===== config.mk =====
export PLATFORM = sky130hd
export DESIGN_NAME = alu_instr_sequencer
export DESIGN_NICKNAME = d
export VERILOG_FILES = /design/src/rtl/alu_instr_sequencer.sv
export SDC_FILE = /design/constraint.sdc
export NUM_CORES = 1
export LEC_CHECK = 0
export ABC_AREA = 1
export BUFFER_PORTS_ARGS = -buffer_cell sky130_fd_sc_hd__buf_2
export CAP_MARGIN = 10
export CORE_MARGIN = 2
export CORE_UTILIZATION = 50
export DETAILED_ROUTE_END_ITERATION = 10
export GPL_ROUTABILITY_DRIVEN = 0
export PLACE_DENSITY = 0.67
export SLEW_MARGIN = 0
export SYNTH_ARGS = -nofsm -noshare
export SYNTH_HDL_FRONTEND = slang
export SYNTH_SLANG_ARGS = --single-unit
export TNS_END_PERCENT = 50

===== constraint.sdc =====
create_clock -name clk -period 2.84 [get_ports clk]
set_input_delay 0.142 -clock clk [delete_from_list [all_inputs] [get_ports clk]]
set_output_delay 0.142 -clock clk [all_outputs]
set_load 0.03 [all_outputs]

===== src/rtl/alu_instr_sequencer.sv =====
`timescale 1ns/1ps
`default_nettype none
// +----------------------------------------------------------------------------+
// | alu_instr_sequencer: instruction memory, PC and field decode for ALU/mem.  |
// | Optional macro STEP_MODE_EN adds a single-step input. Revision: 1.0        |
// +----------------------------------------------------------------------------+
module alu_instr_sequencer #(
  parameter int IMEM_DEPTH = 16,
  parameter int PC_W       = 4,
  parameter int CNT_W      = 8
) (
  input  logic             clk,
  input  logic             reset,
  input  logic             start,
  input  logic             prog_we,
  input  logic [PC_W-1:0]  prog_addr,
  input  logic [15:0]      prog_data,
  input  logic [2:0]       alu_y,
`ifdef STEP_MODE_EN
  input  logic             step,
`endif
  output logic [1:0]       A,
  output logic [1:0]       B,
  output logic [2:0]       Op,
  output logic [3:0]       Address,
  output logic [2:0]       MemOp,
  output logic [PC_W-1:0]  pc,
  output logic             busy,
  output logic             halted,
  output logic [CNT_W-1:0] instr_count
);

  localparam logic [1:0] ST_IDLE = 2'd0;
  localparam logic [1:0] ST_RUN  = 2'd1;
  localparam logic [1:0] ST_HALT = 2'd2;

  localparam logic [1:0] CTRL_HALT   = 2'b01;
  localparam logic [1:0] CTRL_BRZERO = 2'b10;

  logic [15:0]      imem_q [IMEM_DEPTH];
  logic [1:0]       state_q, state_d;
  logic [PC_W-1:0]  pc_q, pc_d;
  logic [1:0]       a_q, a_d, b_q, b_d;
  logic [2:0]       op_q, op_d, memop_q, memop_d;
  logic [3:0]       addr_q, addr_d;
  logic [CNT_W-1:0] cnt_q, cnt_d;
  logic             busy_q, busy_d, halted_q, halted_d;

  logic [15:0]      word;
  logic [1:0]       ctrl;
  logic [PC_W-1:0]  branch_target;
  logic             advance;

  // Memory is never cleared by reset; writes are locked out while running.
  always_ff @(posedge clk) begin
    if (prog_we && (state_q != ST_RUN)) begin
      imem_q[prog_addr] <= prog_data;
    end
  end

  assign word          = imem_q[pc_q];
  assign ctrl          = word[1:0];
  assign branch_target = PC_W'(word[9:6]);

`ifdef STEP_MODE_EN
  assign advance = step;
`else
  assign advance = 1'b1;
`endif

  always_comb begin
    state_d = state_q;
    pc_d    = pc_q;
    a_d     = a_q;
    b_d     = b_q;
    op_d    = op_q;
    addr_d  = addr_q;
    memop_d = memop_q;
    cnt_d   = cnt_q;
    case (state_q)
      ST_RUN: begin
        if (advance) begin
          a_d     = word[5:4];
          b_d     = word[3:2];
          op_d    = word[15:13];
          addr_d  = word[9:6];
          memop_d = word[12:10];
          cnt_d   = (cnt_q == {CNT_W{1'b1}}) ? cnt_q : cnt_q + CNT_W'(1);
          pc_d    = pc_q + PC_W'(1);
          if (ctrl == CTRL_HALT) begin
            memop_d = 3'b000;
            pc_d    = pc_q;
            state_d = ST_HALT;
          end else if (ctrl == CTRL_BRZERO) begin
            memop_d = 3'b000;
            if (alu_y == 3'b000) begin
              pc_d = branch_target;
            end
          end
        end else begin
          // A stalled cycle must not replay the previous store.
          memop_d = 3'b000;
        end
      end
      default: begin
        if (start) begin
          state_d = ST_RUN;
          pc_d    = '0;
          cnt_d   = '0;
        end
      end
    endcase
    busy_d   = (state_d == ST_RUN);
    halted_d = (state_d == ST_HALT);
  end

  always_ff @(posedge clk) begin
    if (reset) begin
      state_q  <= ST_IDLE;
      pc_q     <= '0;
      a_q      <= '0;
      b_q      <= '0;
      op_q     <= '0;
      addr_q   <= '0;
      memop_q  <= '0;
      cnt_q    <= '0;
      busy_q   <= 1'b0;
      halted_q <= 1'b0;
    end else begin
      state_q  <= state_d;
      pc_q     <= pc_d;
      a_q      <= a_d;
      b_q      <= b_d;
      op_q     <= op_d;
      addr_q   <= addr_d;
      memop_q  <= memop_d;
      cnt_q    <= cnt_d;
      busy_q   <= busy_d;
      halted_q <= halted_d;
    end
  end

  assign A           = a_q;
  assign B           = b_q;
  assign Op          = op_q;
  assign Address     = addr_q;
  assign MemOp       = memop_q;
  assign pc          = pc_q;
  assign busy        = busy_q;
  assign halted      = halted_q;
  assign instr_count = cnt_q;

endmodule
`default_nettype wire


Word level (Yosys, flattened, before mapping)
Memory sizes are Yosys's and may differ from the RTL's. A register that Yosys moved wholly into a read port is not among the register bits.
Cells that the tools add are included.
- bits in registers: 30
- memory bits (writable): 256
- input port bits: 27
- output and inout bits: 28
- word-level logic and storage cells: 44
- memories: 1
- $add $sub $neg: 2
- eq/ne operators: 9
- mux-type cells: 17
- reductions and logical operators: 5
- memory list (memory ; depth ; width ; read ports ; clocked after memory_dff ; write ports ; line ; source):
    imem_q ; 16 ; 16 ; 1 ; 1 ; 1 ; 40 ; logic [15:0] imem_q [IMEM_DEPTH];
- operators with widths (cell ; count):
    $mux 4 ; 7
    $mux 8 ; 3
    $add 8x1->8 const B ; 1
    $eq 8x8->1 const B ; 1
    $eq 2x1->1 const B ; 3
    $mux 2 ; 3
    $mux 3 ; 2
    $add 4x1->4 const B ; 1
    $eq 2x2->1 const B ; 2
    $ne 2x2->1 const B ; 2
    $reduce_and 2->1 ; 2
    $logic_not 3->1 ; 1
    $mux 1 ; 2
    $ne 2x1->1 const B ; 1
    $reduce_bool 2->1 ; 1
    $logic_and 1x1->1 ; 1

Longest topological paths before layout
Gate-level depths: netlist of run 1.
- word-level depth: 7
- mapped depth: 15
- gate-level depth less buffers: 13

Worst setup path after synthesis of run 1
Ideal clock, no wire load.
- path type: register -> register
- start: register state_q[0]
- end: memory imem_q[0][0] (enable)
- library setup time: 388 ps
- data arrival time: 1449 ps
- data required time: 2452 ps
- slack: 1003 ps
- cell stages (with the launch flop): 6
- path buffers: 0
- period minus slack after synthesis: 1837 ps
- cell sequence: dfxtp_1 > inv_1 > nor2_2 > nor2_1 > nand3_1 > nor2_1
- word-level cells in the longest chain between the ends: 4
- RTL lines (item ; line ; source):
    from (decl) ; 41 ; logic [1:0] state_q, state_d;
    from (signal assigned) ; 130 ; state_q <= state_d;
    $ne 2x1->1 ; 56 ; if (prog_we && (state_q != ST_RUN)) begin
    $logic_and 1x1->1 ; 56 ;
    $mux 1 ; 56 ;
    $mux 1 (not written as such) ; 57 ; imem_q[prog_addr] <= prog_data;
    to (decl) ; 40 ;
Every way passes these cells.

==> impl_results.md, run 1 <==
- GR Util met3: 4.71%
- Final ANT Viol Nets: 0
- DRT iter0 DRCs: 794
- Buffers added on ports: 54
- Ranking of synthesized cells by area: edfxtp_1 (65%), nand2_1 (6.6%), dfxtp_1 (5.7%), nand3_1 (4.9%), nor2_1 (3.8%)
- Sequential-to-total area share from yosys stat: 70.7%
- DR WL/cell: 20.0 µm
- # placed instances: 1,393
- Synth area leader: edfxtp_1
- Crit Path Max Fanout: 27
- Tcrit/Tclk final: 88.9%
- Post-Synthesis Cells: 1,035
- Global routing usage on met1: 33.4%
- Yosys top cell area share: 64.9%
- Final instance area: 13,600 µm²
- Post-Syn Area: 11,800 µm²
- Met2 Use GR: 36.2%
- CP Launch Type: register
- Layout area overhead: 14.9%
- Post-cts resize count: 0
- Post-synthesis register bit count: 290
- Slew margin rel.: 39.7%
- CTS buffer count: 29
- TritonRoute pass-1 iters: 5
- Pwr Total: 9230 µW
- Syn avg cell area: 11.4 µm²
- Synth cell types: 33
- Via density per instance: 5.47
- Nets: 1,137
- Starting density of the core: 50.8%
- Core area: 23,300 µm²
- Setup ws final: 0.315 ns
- Antenna violations before repair: 1
- Final min period: 2.52 ns
- DR DRC count: 0
- CP Data Required Time: 3.27 ns
- Setup_tns: 0 ns
- Leak: 0.00514 µW
- CP Class: register to register
- Post-route clock skew: 0.00540 ns
- Largest net degree at the start of global routing: 80
- Inserted Diodes: 0
- PD cells: 678 nW/µm²
- Slew @ Worst Pin: 0.904 ns
- Register-to-register setup slack: 0.32 ns
- Worst Hold Path EP: imem_q[0][11]
- Peak supply drop: 0.393 mV
- H-tree levels: 1
- Total Routed Length: 29,000 µm
- Ys Warns: 0
- Outcome: complete, no violations
- Die height: 158 µm
- Clock slew at reported path FFs: 0.06 ns
- CTS Sinks: 290
- Worst hold path class: input port to register
- Maximum clock frequency: 396 MHz
- Die area: 24,900 µm²
- CTS tree: yes
- FF-to-FF End: state_q[0]
- Synthesized net count: 1,064
- Placed inst area: 12,600 µm²
- Final hold violation count: 0
- Root buffer cell: clkbuf_16
- Non-Filler Instances: 1,450
- Chip Width: 158 µm
- # setup viols final: 0
- # rows: 56
- WP data arrival: 2.95 ns
- Clk_lat worst skew: 0.54 ns
- Pre-CTS WS: 0.699 ns
- Most common cell in the netlist: edfxtp_1
- Fraction of registers with async set/reset: 0%
- Total number of vias: 7,929
- Worst Setup End Kind: register
- I/O pin cnt: 55
- Hold_sp: prog_data[11]
- Vias in the first global route: 7,540
- Final Max Slew Viols: 0
- RSZ-0062 raised after global routing: false
- Post-synth EDFFs: 256
- Main flop type after synthesis: edfxtp_1
- Max-Cap Viols: 0
- Worst hold path depth: 1
- HPWL Detailed: 18,000 µm
- Most common library cells after synthesis: edfxtp_1 (256), nand2_1 (207), nor2_1 (119)
- GRT Overall Usage: 23.6%
- Layout cell share with drive strength beyond 1: 15.9%
- Max Root-Sink Buffers: 3
- Congestion Overflow GR: 0
- R2R cell count: 11
- Busiest grt layer: met2
- Global-route wire length before repair: 43,900 µm
-- how the worst max path moves through the flow --
stage / from / to / slack, ns / cells past startpoint
after floorplan: state_q[0] / imem_q[0][0] / 1.00 / 5
after global placement: state_q[0] / imem_q[4][5] / 0.70 / 5
after detailed placement: state_q[0] / imem_q[4][7] / 0.70 / 5
after CTS: register / state_q[0] / 0.35 / 11
after global routing: register / state_q[0] / 0.13 / 13
final: register / state_q[0] / 0.32 / 11
-- power by group --
group | switching (µW) | total [µW] | internal, µW
sequential | 28.7 | 4730 | 4700
combinational | 445 | 611 | 165
clock | 1560 | 3890 | 2330
-- state kept, by name, indices dropped and copies added, names as in the netlist, named ones only --
register / flops
A: 2
instr_count: 8
Address: 4
B: 2
busy: 1
MemOp: 3
Op: 3
imem_q: 256
halted: 1
pc: 4
state_q: 2
-- layout make-up --
| type | count | area [µm²] |
|---|---|---|
| Tap cell | 319 | 399 |
| Fill cell | 1867 | 9720 |
| Sequential cell | 290 | 8370 |
| Clock buffer | 33 | 741 |
| Clock inverter | 21 | 239 |
| Inverter | 87 | 332 |
| Timing Repair Buffer | 94 | 653 |
| Multi-Input combinational cell | 606 | 2870 |
-- stage by stage --
stage / hold slack [ns] / util, %
6_report: 0.0287 / 58.3
5_1_grt: 0.0190 / 58.3
4_1_cts: 0.0132 / 58.3
3_5_place_dp: 0.456 / 54.0
3_3_place_gp: 0.436 / 54.0
2_1_floorplan: 0.211 / -
-- what timing repair did --
| item | CTS | global route |
|---|---|---|
| hold endpoints to repair | 16 | 0 |
| buffers inserted | 0 | 0 |
| hold buffers | 3 | 0 |
-- routing by layer --
metal,share of wire (%),up-vias
li1,-,3742
met5,0.045,-
met4,3.7,2
met1,43,3803
met3,7.7,61
met2,45,321
-- worst max-delay path, cell delays in order (launching register included) --
cell           delay, ns
dfxtp_4             0.47
buf_4               0.33
nand2_1             0.09
nand3_1             0.11
nand3_1             0.15
nand3_1             0.15
nand2_2             0.12
nor2_4              0.15
nand2_2             0.07
o21ai_1             0.11
nor2_1              0.06
dlygate4sd3_1       0.56
-- cells in the final DEF (no fill, tap or decap), drive strengths merged --
cell type      n
edfxtp       256
nand2        212
nor2         123
nand3        119
buf           91
inv           87
o21ai         79
dfxtp         34
clkbuf        33
o221ai        22
a21oi         13
clkinv        13
o22ai         11
o211ai         9
or2            7
bufinv         5
nor3           4
clkinvlp       3
dlygate4sd3    3
nand4          2
ha             2
xor2           1
o21bai         1
xnor2          1
-- cell families (layout without fill, tap and decap cells) --
family / after synthesis / count (layout) / synth area share (%)
simple gates: 467 / 467 / 16.7
compound gates: 135 / 135 / 6.86
xor+xnor: 2 / 2 / 0.148
buf+inv: 139 / 235 / 5.42
fa+ha+maj: 2 / 2 / 0.211
flops: 290 / 290 / 70.7
No activity file was read; power rests on OpenSTA's default activity.
==> inputs of run 2 (changes only) <==
- CELL_PAD_IN_SITES_DETAIL_PLACEMENT: unset -> 0
- CELL_PAD_IN_SITES_GLOBAL_PLACEMENT: unset -> 1
- CTS_CLUSTER_SIZE: unset -> 24
- PLACE_DENSITY: 0.67 -> unset
- PLACE_DENSITY_LB_ADDON: unset -> 0.1
==> run 2 against run 1 <==
Compared with the run above: core utilization is essentially flat; sequential power hardly changed; maximum frequency down 1.6%; critical path type unchanged; highest routed layer is now met4.
==> impl_results.md, run 2 (same netlist as run 1, synthesis figures left out) <==
- Total Routed Length: 30,200 µm (was 29,000 µm)
- Largest stage delay on the critical path: 0.57 ns (was 0.56 ns)
- Leak: 0.00514 µW (about the same)
- GR Util met3: 3.12% (was 4.71%)
- Total number of vias: 7,806 (was 7,929)
- Peak supply drop: 0.468 mV (was 0.393 mV)
- Final ANT Viol Nets: 0 (unchanged)
- Fin util: 58.3% (about the same)
- Slew margin rel.: 51.7% (was 39.7%)
- Clock slew at reported path FFs: 0.06 ns (about the same)
- Final Max Slew Viols: 0 (unchanged)
- Max-Cap Viols: 0 (unchanged)
- Nets: 1,143 (was 1,137)
- Starting density of the core: 50.8% (unchanged)
- Inserted Diodes: 0 (unchanged)
- Max Root-Sink Buffers: 3 (unchanged)
- DR WL/cell: 20.7 µm (was 20.0 µm)
- RSZ-0062 raised after global routing: false (unchanged)
- Setup_tns: 0 ns (unchanged)
- WP data arrival: 3.00 ns (was 2.95 ns)
- Slowest cell on the critical path: buf_4 (was dlygate4sd3_1)
- Congestion Overflow GR: 0 (unchanged)
- DRT iter0 DRCs: 949 (was 794)
- Placed inst area: 12,600 µm² (about the same)
- Slew @ Worst Pin: 0.725 ns (was 0.904 ns)
- Worst hold path class: input port to register (unchanged)
- Pre-CTS WS: 0.658 ns (was 0.699 ns)
- Met2 Use GR: 37.3% (was 36.2%)
- Die area: 24,900 µm² (unchanged)
- Critical-path cell list: buf_4, nand2_1, nand3_1, nand3_2, nand2_4, inv_2, nor2_4, nand2_2, o21ai_1, nor2_1, dlygate4sd3_1 (was buf_4, nand2_1, nand3_1, nand3_1, nand3_1, nand2_2, nor2_4, nand2_2, o21ai_1, nor2_1, dlygate4sd3_1)
- Via density per instance: 5.36 (was 5.47)
- Die height: 158 µm (unchanged)
- Root buffer cell: clkbuf_16 (unchanged)
- H-tree levels: 1 (unchanged)
- Layout area overhead: 15.0% (was 14.9%)
- CP Class: register to register (unchanged)
- Outcome: complete, no violations (unchanged)
- Maximum clock frequency: 390 MHz (was 396 MHz)
- Max reg flops: 256 (unchanged)
- HPWL Detailed: 18,500 µm (was 18,000 µm)
- Final min period: 2.57 ns (was 2.52 ns)
- Largest Register: imem_q (unchanged)
- Commonest cells after routing, fill and taps aside: edfxtp_1 (256), nand2_1 (207), nand3_1 (117) (unchanged)
- Post-route clock skew: 0.0155 ns (was 0.00540 ns)
- CTS tree: yes (unchanged)
- CTS buffer count: 30 (was 29)
- Largest net degree at the start of global routing: 72 (was 80)
- Clk_lat worst skew: 0.56 ns (was 0.54 ns)
- Antenna violations before repair: 0 (was 1)
- # rows: 56 (unchanged)
- CP Launch Type: register (unchanged)
- PD cells: 683 nW/µm² (was 678 nW/µm²)
- TritonRoute pass-1 iters: 5 (unchanged)
- Buffers added on ports: 54 (unchanged)
- Final instance area: 13,600 µm² (about the same)
- Worst Setup End Kind: register (unchanged)
- Busiest grt layer: met1 (was met2)
- # setup viols final: 0 (unchanged)
- Final hold violation count: 0 (unchanged)
- Most common cell after layout, fill and taps aside: edfxtp_1 (unchanged)
- CP Data Required Time: 3.27 ns (about the same)
- Chip Width: 158 µm (unchanged)
- CTS Sinks: 290 (unchanged)
- GRT Overall Usage: 25.0% (was 23.6%)
- Post-CTS Setup Bufs: 0 (unchanged)
- Layout cell share with drive strength beyond 1: 16.0% (was 15.9%)
- Worst hold margin: 0.0193 ns (was 0.0287 ns)
- Setup ws final: 0.273 ns (was 0.315 ns)
- Core area: 23,300 µm² (unchanged)
- Global routing usage on met1: 38.7% (was 33.4%)
- Global-route wire length before repair: 45,500 µm (was 43,900 µm)
- Vias in the first global route: 7,321 (was 7,540)
- I/O pin cnt: 55 (unchanged)
- DR DRC count: 0 (unchanged)
- Tcrit/Tclk final: 90.4% (was 88.9%)
- Crit Path Max Fanout: 58 (was 27)
run 2: cell count changes in the layout (fill, tap and decap cells not counted), moves of 2 or more:
cell	previous run	this run
clkbuf_8	0	2
inv_6	3	1
buf_12	6	1
dlygate4sd3_1	3	6
clkbuf_1	4	7
buf_4	31	38
run 2: power by group:
| group | switching [µW] | internal (µW) | leakage [µW] |
|---|---|---|---|
| Clock | 1600 | 2360 | 0.000482 |
| Combinational | 453 | 163 | 0.00207 |
| Sequential | 22.9 | 4700 | 0.00259 |
run 2: per-layer routing:
| layer | vias to the layer above | routed length [µm] |
|---|---|---|
| met1 | 3747 | 13600 |
| li1 | 3751 | - |
| met5 | - | 0 |
| met4 | 0 | 800 |
| met2 | 268 | 13600 |
| met3 | 40 | 2140 |
run 2: per-stage QoR:
stage,cells,total power [µW]
floorplan,1035,5180
global placement,1395,5420
detailed placement,1395,5430
CTS,1457,9360
global route,1457,9590
finish,1457,9300
run 2: area by class of cell:
class,count,area (µm²)
clock inverters,17,196
repair buffers,99,636
flip-flops and latches,290,8370
clock buffers,39,805
inverters,87,332
fillers,2006,9720
well taps,319,399
multi-input cells,606,2870
run 2: critical path: cells and delay by family (launching register included):
kind | cells | cell delay, ns
buf+inv | 3 | 1.18
simple gates | 7 | 0.78
flops | 1 | 0.33
compound gates | 1 | 0.12
run 2: worst paths after layout:
check / from / end / slack (ns) / cells after the start
setup reg to reg: register / state_q[0] / 0.27 / 11
hold / removal: prog_data[15] / imem_q[1][15] / 0.02 / 1
setup / recovery: register / state_q[0] / 0.27 / 11
hold reg to reg: MemOp[0] / MemOp[0] / 0.46 / 2
run 2: what timing repair did:
item                                   in CTS  in global routing
hold buffers                                6                  0
endpoints found under the hold margin      56                  0
resized for setup                           0                  0
